[src/rtl/tick_timer_sched.sv]
// tick_timer_sched
// Four-channel countdown timer driven by one shared timebase tick.
// Channels are started through a round-robin arbiter, one grant per cycle.
// A granted channel loads its start value and counts down once per tick.
// When it reaches zero it raises a one-cycle done pulse.
//
// Optional feature: define TICK_TIMER_SCHED_RELOAD_EN to add the 'reload'
// input. A channel that expires with its reload bit set pulses done, restores
// its last granted value and stays busy. Without the macro every channel is
// strictly one-shot.
//
// Handshake: a requester holds req[i] high until it sees gnt[i]. gnt is
// combinational. The load happens at the clock edge that ends the grant
// cycle. A channel is eligible only while req[i]=1 and busy[i]=0.
//
// Ports
//   clk       system clock, all state changes on the rising edge
//   rst       asynchronous active-low reset
//   req       per-channel start request
//   load_val  per-channel start value, channel i at [i*CNT_W +: CNT_W]
//   cancel    per-channel abort of a running countdown
//   reload    (TICK_TIMER_SCHED_RELOAD_EN only) per-channel auto-restart
//   gnt       one-hot grant (combinational)
//   busy      channel is counting (registered)
//   done      one-cycle expiry pulse (registered)
//   tick      one-cycle timebase pulse (registered)
module tick_timer_sched #(
    parameter int DIV   = 5000000,
    parameter int CNT_W = 16
) (
    input  logic               clk,
    input  logic               rst,
    input  logic [3:0]         req,
    input  logic [4*CNT_W-1:0] load_val,
    input  logic [3:0]         cancel,
`ifdef TICK_TIMER_SCHED_RELOAD_EN
    input  logic [3:0]         reload,
`endif
    output logic [3:0]         gnt,
    output logic [3:0]         busy,
    output logic [3:0]         done,
    output logic               tick
);

    localparam int            PW      = (DIV > 1) ? $clog2(DIV) : 1;
    localparam logic [PW-1:0] PRE_MAX = PW'(DIV - 1);

    logic [PW-1:0]    pre;
    logic [1:0]       ptr;
    logic [CNT_W-1:0] cnt [4];
`ifdef TICK_TIMER_SCHED_RELOAD_EN
    logic [CNT_W-1:0] last [4];
`endif

    logic [3:0] elig;
    logic       gnt_any;
    logic [1:0] gnt_idx;
    logic [1:0] idx;

    // Prescaler: counts 0..DIV-1. tick is high in the cycle after the wrap.
    // With DIV=1, PRE_MAX is 0, so the counter wraps on every edge.
    always_ff @(posedge clk or negedge rst) begin
        if (!rst) begin
            pre  <= '0;
            tick <= 1'b0;
        end else if (pre == PRE_MAX) begin
            pre  <= '0;
            tick <= 1'b1;
        end else begin
            pre  <= pre + 1'b1;
            tick <= 1'b0;
        end
    end

    // Round-robin arbiter. The search starts at ptr and wraps modulo 4.
    // Busy channels are masked out, so a request from a busy channel waits.
    // The grant is forced low while reset is held, because req may be high
    // during reset.
    always_comb begin
        gnt     = '0;
        gnt_any = 1'b0;
        gnt_idx = '0;
        idx     = '0;
        elig    = req & ~busy;
        for (int k = 0; k < 4; k++) begin
            idx = ptr + 2'(k);
            if (!gnt_any && elig[idx]) begin
                gnt_any      = 1'b1;
                gnt_idx      = idx;
                gnt[idx]     = 1'b1;
            end
        end
        if (!rst) begin
            gnt     = '0;
            gnt_any = 1'b0;
        end
    end

    always_ff @(posedge clk or negedge rst) begin
        if (!rst) begin
            ptr <= '0;
        end else if (gnt_any) begin
            ptr <= gnt_idx + 2'd1;
        end
    end

    // Channel countdowns. Per channel, the priority order is:
    // grant, then cancel, then tick decrement.
    // A grant only reaches an idle channel, so it never collides with cancel.
    // The decrement applies only while busy, so the count cannot wrap below 0.
    always_ff @(posedge clk or negedge rst) begin
        if (!rst) begin
            busy <= '0;
            done <= '0;
            for (int i = 0; i < 4; i++) begin
                cnt[i]  <= '0;
`ifdef TICK_TIMER_SCHED_RELOAD_EN
                last[i] <= '0;
`endif
            end
        end else begin
            for (int i = 0; i < 4; i++) begin
                done[i] <= 1'b0;
                if (gnt[i]) begin
                    cnt[i]  <= load_val[i*CNT_W +: CNT_W];
                    busy[i] <= (load_val[i*CNT_W +: CNT_W] != '0);
                    // A zero load expires immediately and never goes busy.
                    done[i] <= (load_val[i*CNT_W +: CNT_W] == '0);
`ifdef TICK_TIMER_SCHED_RELOAD_EN
                    last[i] <= load_val[i*CNT_W +: CNT_W];
`endif
                end else if (busy[i] && cancel[i]) begin
                    // Cancel wins over a simultaneous expiry and gives no done.
                    busy[i] <= 1'b0;
                    cnt[i]  <= '0;
                end else if (busy[i] && tick) begin
                    if (cnt[i] == CNT_W'(1)) begin
                        done[i] <= 1'b1;
`ifdef TICK_TIMER_SCHED_RELOAD_EN
                        if (reload[i]) begin
                            cnt[i] <= last[i];
                        end else begin
                            cnt[i]  <= '0;
                            busy[i] <= 1'b0;
                        end
`else
                        cnt[i]  <= '0;
                        busy[i] <= 1'b0;
`endif
                    end else begin
                        cnt[i] <= cnt[i] - 1'b1;
                    end
                end
            end
        end
    end

endmodule

[config.mk]
export PLATFORM = sky130hd
export DESIGN_NAME = tick_timer_sched
export DESIGN_NICKNAME = d
export VERILOG_FILES = /design/src/rtl/tick_timer_sched.sv
export SDC_FILE = /design/constraint.sdc
export NUM_CORES = 1
export LEC_CHECK = 0
export CAP_MARGIN = 25
export CORE_MARGIN = 3
export CORE_UTILIZATION = 30
export CTS_BUF_LIST = sky130_fd_sc_hd__clkbuf_2
export CTS_CLUSTER_SIZE = 28
export DETAILED_ROUTE_END_ITERATION = 8
export SLEW_MARGIN = 20
export SYNTH_ARGS = -nofsm -noshare
export SYNTH_HDL_FRONTEND = slang
export SYNTH_SLANG_ARGS = --single-unit
[constraint.sdc]
create_clock -name clk -period 4.82 [get_ports clk]
set_clock_uncertainty 0.2 [all_clocks]
set_input_delay 0.482 -clock clk [delete_from_list [all_inputs] [get_ports clk]]
set_output_delay 0.482 -clock clk [all_outputs]
set_load 0.02 [all_outputs]
==> run_results.csv, run 1 <==
group,metric,value,unit
status,status,"complete, no violations",
power,p_switching,1.581,mW
cells_and_area,finish.instance_area,7969,sq um
timing,tightest_slew,918.5,ps
cells_and_area,fillCellCount,2267,
placement,io_buffer_count,86,
placement,dp.cells,1082,
critical_path,endpoint_kind,"primary output",
cts,clock_sinks,98,
synth,synth_warnings,0,
power,power_leakage,3.010,nW
synth,synthTopCellsByArea,"dfrtp_1 (37%), mux2_2 (7.9%), o21ai_0 (4.5%), nor4_1 (3.9%), nor2_1 (3.2%)",
cells_and_area,drive_above_1_share,11.59,%
critical_path,reg2regPathDepth,9,
critical_path,start_kind,"flip-flop",
worst_hold_path,hp-class,"input port to flip-flop",
route,first_pass_iters,4,
power,p_seq_share,40.2,%
timing,layout_min_cycle_time,4550,ps
cells_and_area,nets,906,
power,p_comb_share,49.5,%
critical_path,rr_startpoint,"ptr[0]",
cts,cts_root_buf,"clkbuf_2",
timing,drv_slew,0,
placement,gp_congestion,0.8777,
synth,synth_area_per_cell,9.177,sq um
timing,finalCritPeriodShare,94.40,%
critical_path,r2r_setup_slack,1220,ps
worst_hold_path,worstHoldStart,"load_val[4]",
synth,yosys.area.top_type,"dfrtp_1",
route,drtIter0Drc,264,
cts,numCtsBuffers,9,
route,drc,0,
route,routed_via_density,5.411,
worst_hold_path,min_path_cells,3,
power,power_density,463.2,nW/um^2
timing,final-setup-viol-count,0,
critical_path,r2r-end,"cnt[16]",
critical_path,crit_type,"flip-flop to primary output",
cells_and_area,seqCellArea,2454,sq um
critical_path,path_max_fanout,13,
timing,rsz0062_at_grt,"false",
global_route,grt.total_usage,14.63,%
timing,finalSetupTns,0,ps
synth,yosysUniqueCellTypes,66,
power,ir_worst_vdd,133.5,uV
cells_and_area,area_growth,18.96,%
route,ant_nets,0,
route,wl_per_cell,15.97,um
placement,post-place-ws,767.7,ps
global_route,grt_max_degree,52,
synth,synth_top_area_share,36.61,%
job,maxCapViolCount,0,
power,intPower,2.110,mW
timing,hold_viol,0,
floorplanning,die-area,24160,sq um
global_route,grt_pass1_wl,29300,um
global_route,antenna_found_initial,1,
cts,htree_levels,3,
cts,clk_pin_slew,310,ps
synth,syn_area,6699,sq um
worst_hold_path,min_to,"cnt[52]",
cells_and_area,finalNonFillerCells,1101,
global_route,overflow,0,
cells_and_area,most-common-layout-cells,"dfrtp_1 (97), clkdlybuf4s50_1 (85), o21ai_0 (59)",
floorplanning,start_util,30.60,%
timing,fin_ws,270.0,ps
cells_and_area,final_common_cell,"dfrtp_1",
placement,dpl.hpwl,12890,um
cts,clk_path_buf_depth,2,
synth,synth-seq-cells,98,
placement,dpl_cell_area,7849,sq um
floorplanning,io_pins,87,
global_route,grt_pass1_vias,5813,
cts,cts_tree,"yes",
synth,synth_ff_type,"dfrtp_1",
synth,synth_edf_count,0,
synth,synth_nets,821,
floorplanning,die_w,155.4,um
cells_and_area,multi_input_comb_area,4019,sq um
synth,syn_inst,730,
power,p_sw_share,42.84,%
cts,clk_latency,610,ps
route,routed_wl,17580,um
cts,post_cts_buffers,0,
critical_path,critPathRequiredTime,4140,ps
synth,seq_area_frac_synth,36.61,%
timing,max_freq,219.8,MHz
floorplanning,rows,54,
timing,maxSlewHeadroom,38.77,%
route,vias,5958,
power,p_clk_share,10.3,%
critical_path,cp.arrival,3870,ps
timing,hold_ws,185.1,ps
synth,async_flop_share,100.0,%
floorplanning,core,21890,sq um
floorplanning,die_h,155.4,um
[cells in the mapped netlist, drive strengths merged (17+ instances only)]
library cell and count:
dfrtp 98, mux2 63, o21ai 61, nor2 57
nand2 50, nor4 43, nor3 35, a21oi 28
nand3 27, a22o 22, inv 22, mux2i 18
ha 17
[power groups by stage]
stage	registers, mW	logic (mW)	clock network [mW]
after global routing	1.54	2.03	0.443
final	1.49	1.83	0.379
after floorplan	1.39	1.44	0
after detailed placement	1.49	1.83	0
after CTS	1.48	1.83	0.412
after global placement	1.49	1.81	0
[repair_timing]
item,in CTS,in global routing
endpoints found under the hold margin,47,0
resized for setup,0,1
hold buffers,1,0
setup endpoints to repair,0,4
[final cells by class]
class	count	share of cell area, %
clock buffers	10	0.6280
diodes	1	0.03140
inverters	23	1.083
repair buffers	99	12.03
flip-flops and latches	98	30.79
clock inverters	6	0.6123
well taps	280	4.396
multi-input cells	584	50.43
[how the worst max path moves through the flow]
stage                 from  endpoint  slack, ps  cells past startpoint
finish              ptr[0]    gnt[2]        270                      8
global placement    req[3]    gnt[1]        840                      7
CTS                 ptr[0]    gnt[1]         20                      8
global route        ptr[0]    gnt[1]         40                      8
floorplan           ptr[0]    gnt[1]       1410                     10
detailed placement  req[3]    gnt[1]        770                      7
[critical path, cell delays in order (launching register included)]
cell and delay (ps):
dfrtp_2 580, inv_1 230, ha_1 460, nand2b_1 190, o22ai_1 230, a21boi_1 430, o21ai_0 230, a31oi_4 240
clkdlybuf4s50_1 660
[flip-flops by register name, summed over array words and instances (netlist names)]
register	count
ptr	2
pre	23
cnt	64
tick	1
busy	4
done	4
[through the flow]
step	util (%)	power, mW
final	36.40	3.691
after global routing	36.40	4.014
after CTS	36.35	3.724
after detailed placement	35.85	3.320
after global placement	35.85	3.296
after floorplan	-	2.834
[cells by family (layout without fill, tap and decap cells)]
kind of cell    Yosys count  in the layout  share of synthesized area, %
simple gates            295            295                         23.31
compound gates          172            172                         17.54
flops                    98             98                         36.61
mux                      82             82                         13.62
buf+inv                  48            138                         3.399
xor+xnor                 18             18                         2.353
fa+ha+maj                17             17                         3.175
other cells               0              1                             0
[per-layer routing]
layer	track usage, %	vias up	routed length [um]
met5	0	-	0
met4	2.960	0	213
met3	3.811	13	1005
met2	23.86	134	8060
met1	19.69	2885	8302
li1	-	2926	-
No activity file was read; power rests on OpenSTA's default activity.
==> run 2, diff against run 1 <==
CORE_MARGIN = 2   (was 3)
==> run 2 against run 1 <==
Sequential share of layout area hardly changed. Non-clock buffer count down 1. Via count is 0.65% higher. Clock power down 2%. Routed wire length fell by 1.3%. Power barely moved. Sequential power hardly changed. Die area is 2.6% lower. Combinational power about the same. Maximum frequency down 0.41%. Flip-flop and latch count stayed put. Clock-buffer cell count did not move. Highest routed layer is now met5.
==> run_results.csv, run 2 (synthesized netlist as in run 1, its figures left out) <==
group,metric,value,unit
cts,clk_path_buf_depth,2,
critical_path,reg2regPathDepth,9,
timing,layout_min_cycle_time,4569,ps
route,routed_via_density,5.457,
cells_and_area,nets,905,
cells_and_area,most-common-layout-cells,"dfrtp_1 (97), clkdlybuf4s50_1 (85), o21ai_0 (60)",
cells_and_area,finalNonFillerCells,1099,
global_route,grt_pass1_vias,5686,
cells_and_area,final_common_cell,"dfrtp_1",
placement,gp_congestion,0.8657,
critical_path,cp.arrival,3890,ps
placement,io_buffer_count,86,
timing,hold_ws,75.32,ps
timing,max_freq,218.9,MHz
job,maxCapViolCount,0,
critical_path,r2r_setup_slack,1210,ps
global_route,antenna_found_initial,1,
critical_path,r2r-end,"cnt[45]",
cts,clk_latency,610,ps
cells_and_area,top_register,"cnt",
critical_path,endpoint_kind,"primary output",
route,drc,0,
cts,post_cts_buffers,0,
global_route,grt_pass1_wl,28820,um
cts,htree_levels,3,
critical_path,path_max_fanout,13,
power,power_density,464.3,nW/um^2
timing,hold_viol,0,
cells_and_area,largest_reg_flops,64,
floorplanning,start_util,30.60,%
global_route,grt.total_usage,14.71,%
timing,finalSetupTns,0,ps
global_route,grt_max_degree,76,
route,vias,5997,
route,routed_wl,17350,um
critical_path,critPathRequiredTime,4140,ps
route,drtIter0Drc,278,
timing,finalCritPeriodShare,94.79,%
floorplanning,die_h,153.4,um
route,wl_per_cell,15.79,um
floorplanning,core,21890,sq um
route,first_pass_iters,5,
timing,tightest_slew,880.6,ps
cells_and_area,area_growth,18.77,%
route,ant_nets,0,
cts,numCtsBuffers,9,
floorplanning,io_pins,87,
cells_and_area,top_regs,"cnt: 64 flops, pre: 23 flops",
global_route,overflow,0,
timing,final-setup-viol-count,0,
critical_path,crit_type,"flip-flop to primary output",
timing,rsz0062_at_grt,"false",
floorplanning,die-area,23540,sq um
worst_hold_path,hp-class,"input port to async pin",
cts,clock_sinks,98,
cts,clk_pin_slew,280,ps
status,status,"complete, no violations",
cells_and_area,drive_above_1_share,11.48,%
critical_path,rr_startpoint,"ptr[0]",
power,power_leakage,3.006,nW
timing,drv_slew,0,
placement,dpl.hpwl,12670,um
cells_and_area,n_antenna_cell,0,
floorplanning,die_w,153.4,um
critical_path,start_kind,"flip-flop",
floorplanning,rows,54,
cts,cts_root_buf,"clkbuf_2",
power,ir_worst_vdd,163.4,uV
cts,cts_tree,"yes",
timing,maxSlewHeadroom,41.29,%
placement,dp.cells,1081,
[run 2: cell types whose count changed in the layout (fill, tap and decap cells not counted), sizes merged]
cell	previous run	this run
buf	13	12
clkinv	2	3
clkinvlp	3	2
diode	1	0
[run 2: area by class of cell]
type | count | area (sq um)
clock buffer | 10 | 50.05
clock inverter | 6 | 41.29
fill | 2259 | 13930
inverter | 23 | 86.33
multi-input combinational | 584 | 4023
sequential | 98 | 2454
tap | 280 | 350.3
timing repair buffer | 98 | 952.2
[run 2: worst max path at each step]
stage,from,to,slack [ps],depth (start not counted)
2_1_floorplan,ptr[0],gnt[1],1410,10
3_3_place_gp,ptr[0],gnt[1],830,8
3_5_place_dp,ptr[0],gnt[1],770,8
4_1_cts,ptr[0],gnt[1],20,8
5_1_grt,ptr[0],gnt[1],60,8
6_report,ptr[0],gnt[1],250,8
[run 2: timing repair]
item | 4_1_cts | 5_1_grt
hold buffers | 1 | 0
resized for setup | 0 | 2
setup endpoints to repair | 0 | 4
hold endpoints to repair | 23 | 0
[run 2: per-layer routing]
layer	GRT usage, %	wire (um)	vias to the layer above
met5	0	13	-
met3	3.884	954	17
met4	3.233	201	2
li1	-	-	2922
met2	23.36	8043	140
met1	20.17	8136	2916
[run 2: critical path: stages, from the launching register on]
cell	delay, ps
dfrtp_2	590
inv_1	240
ha_1	520
nand2_1	140
or4_1	430
a21oi_2	250
o21ai_0	180
a31oi_4	290
clkdlybuf4s50_1	650
[run 2: through the flow]
| stage | cell area (sq um) | util [%] | total power, mW | worst slack (ps) |
|---|---|---|---|---|
| finish | 7956 | 36.35 | 3.694 | 251.3 |
| floorplan | 6699 | - | 2.834 | 1408 |
| global route | 7956 | 36.35 | 3.997 | 58.75 |
| CTS | 7943 | 36.28 | 3.720 | 19.53 |
| detailed placement | 7841 | 35.82 | 3.329 | 773.8 |
| global placement | 7841 | 35.82 | 3.300 | 831.7 |
[run 2: power by group]
group	switching (mW)	leakage, nW	internal (mW)
logic	0.911	1.75	0.926
registers	0.373	1.20	1.11
clock network	0.301	0.0564	0.0711
total	1.59	3.01	2.11
==> run 3, diff against run 2 <==
CAP_MARGIN = 20   (was 25)
==> results of run 3 <==
Same layout as run 2: the final DEF is identical, and so are final timing and power.
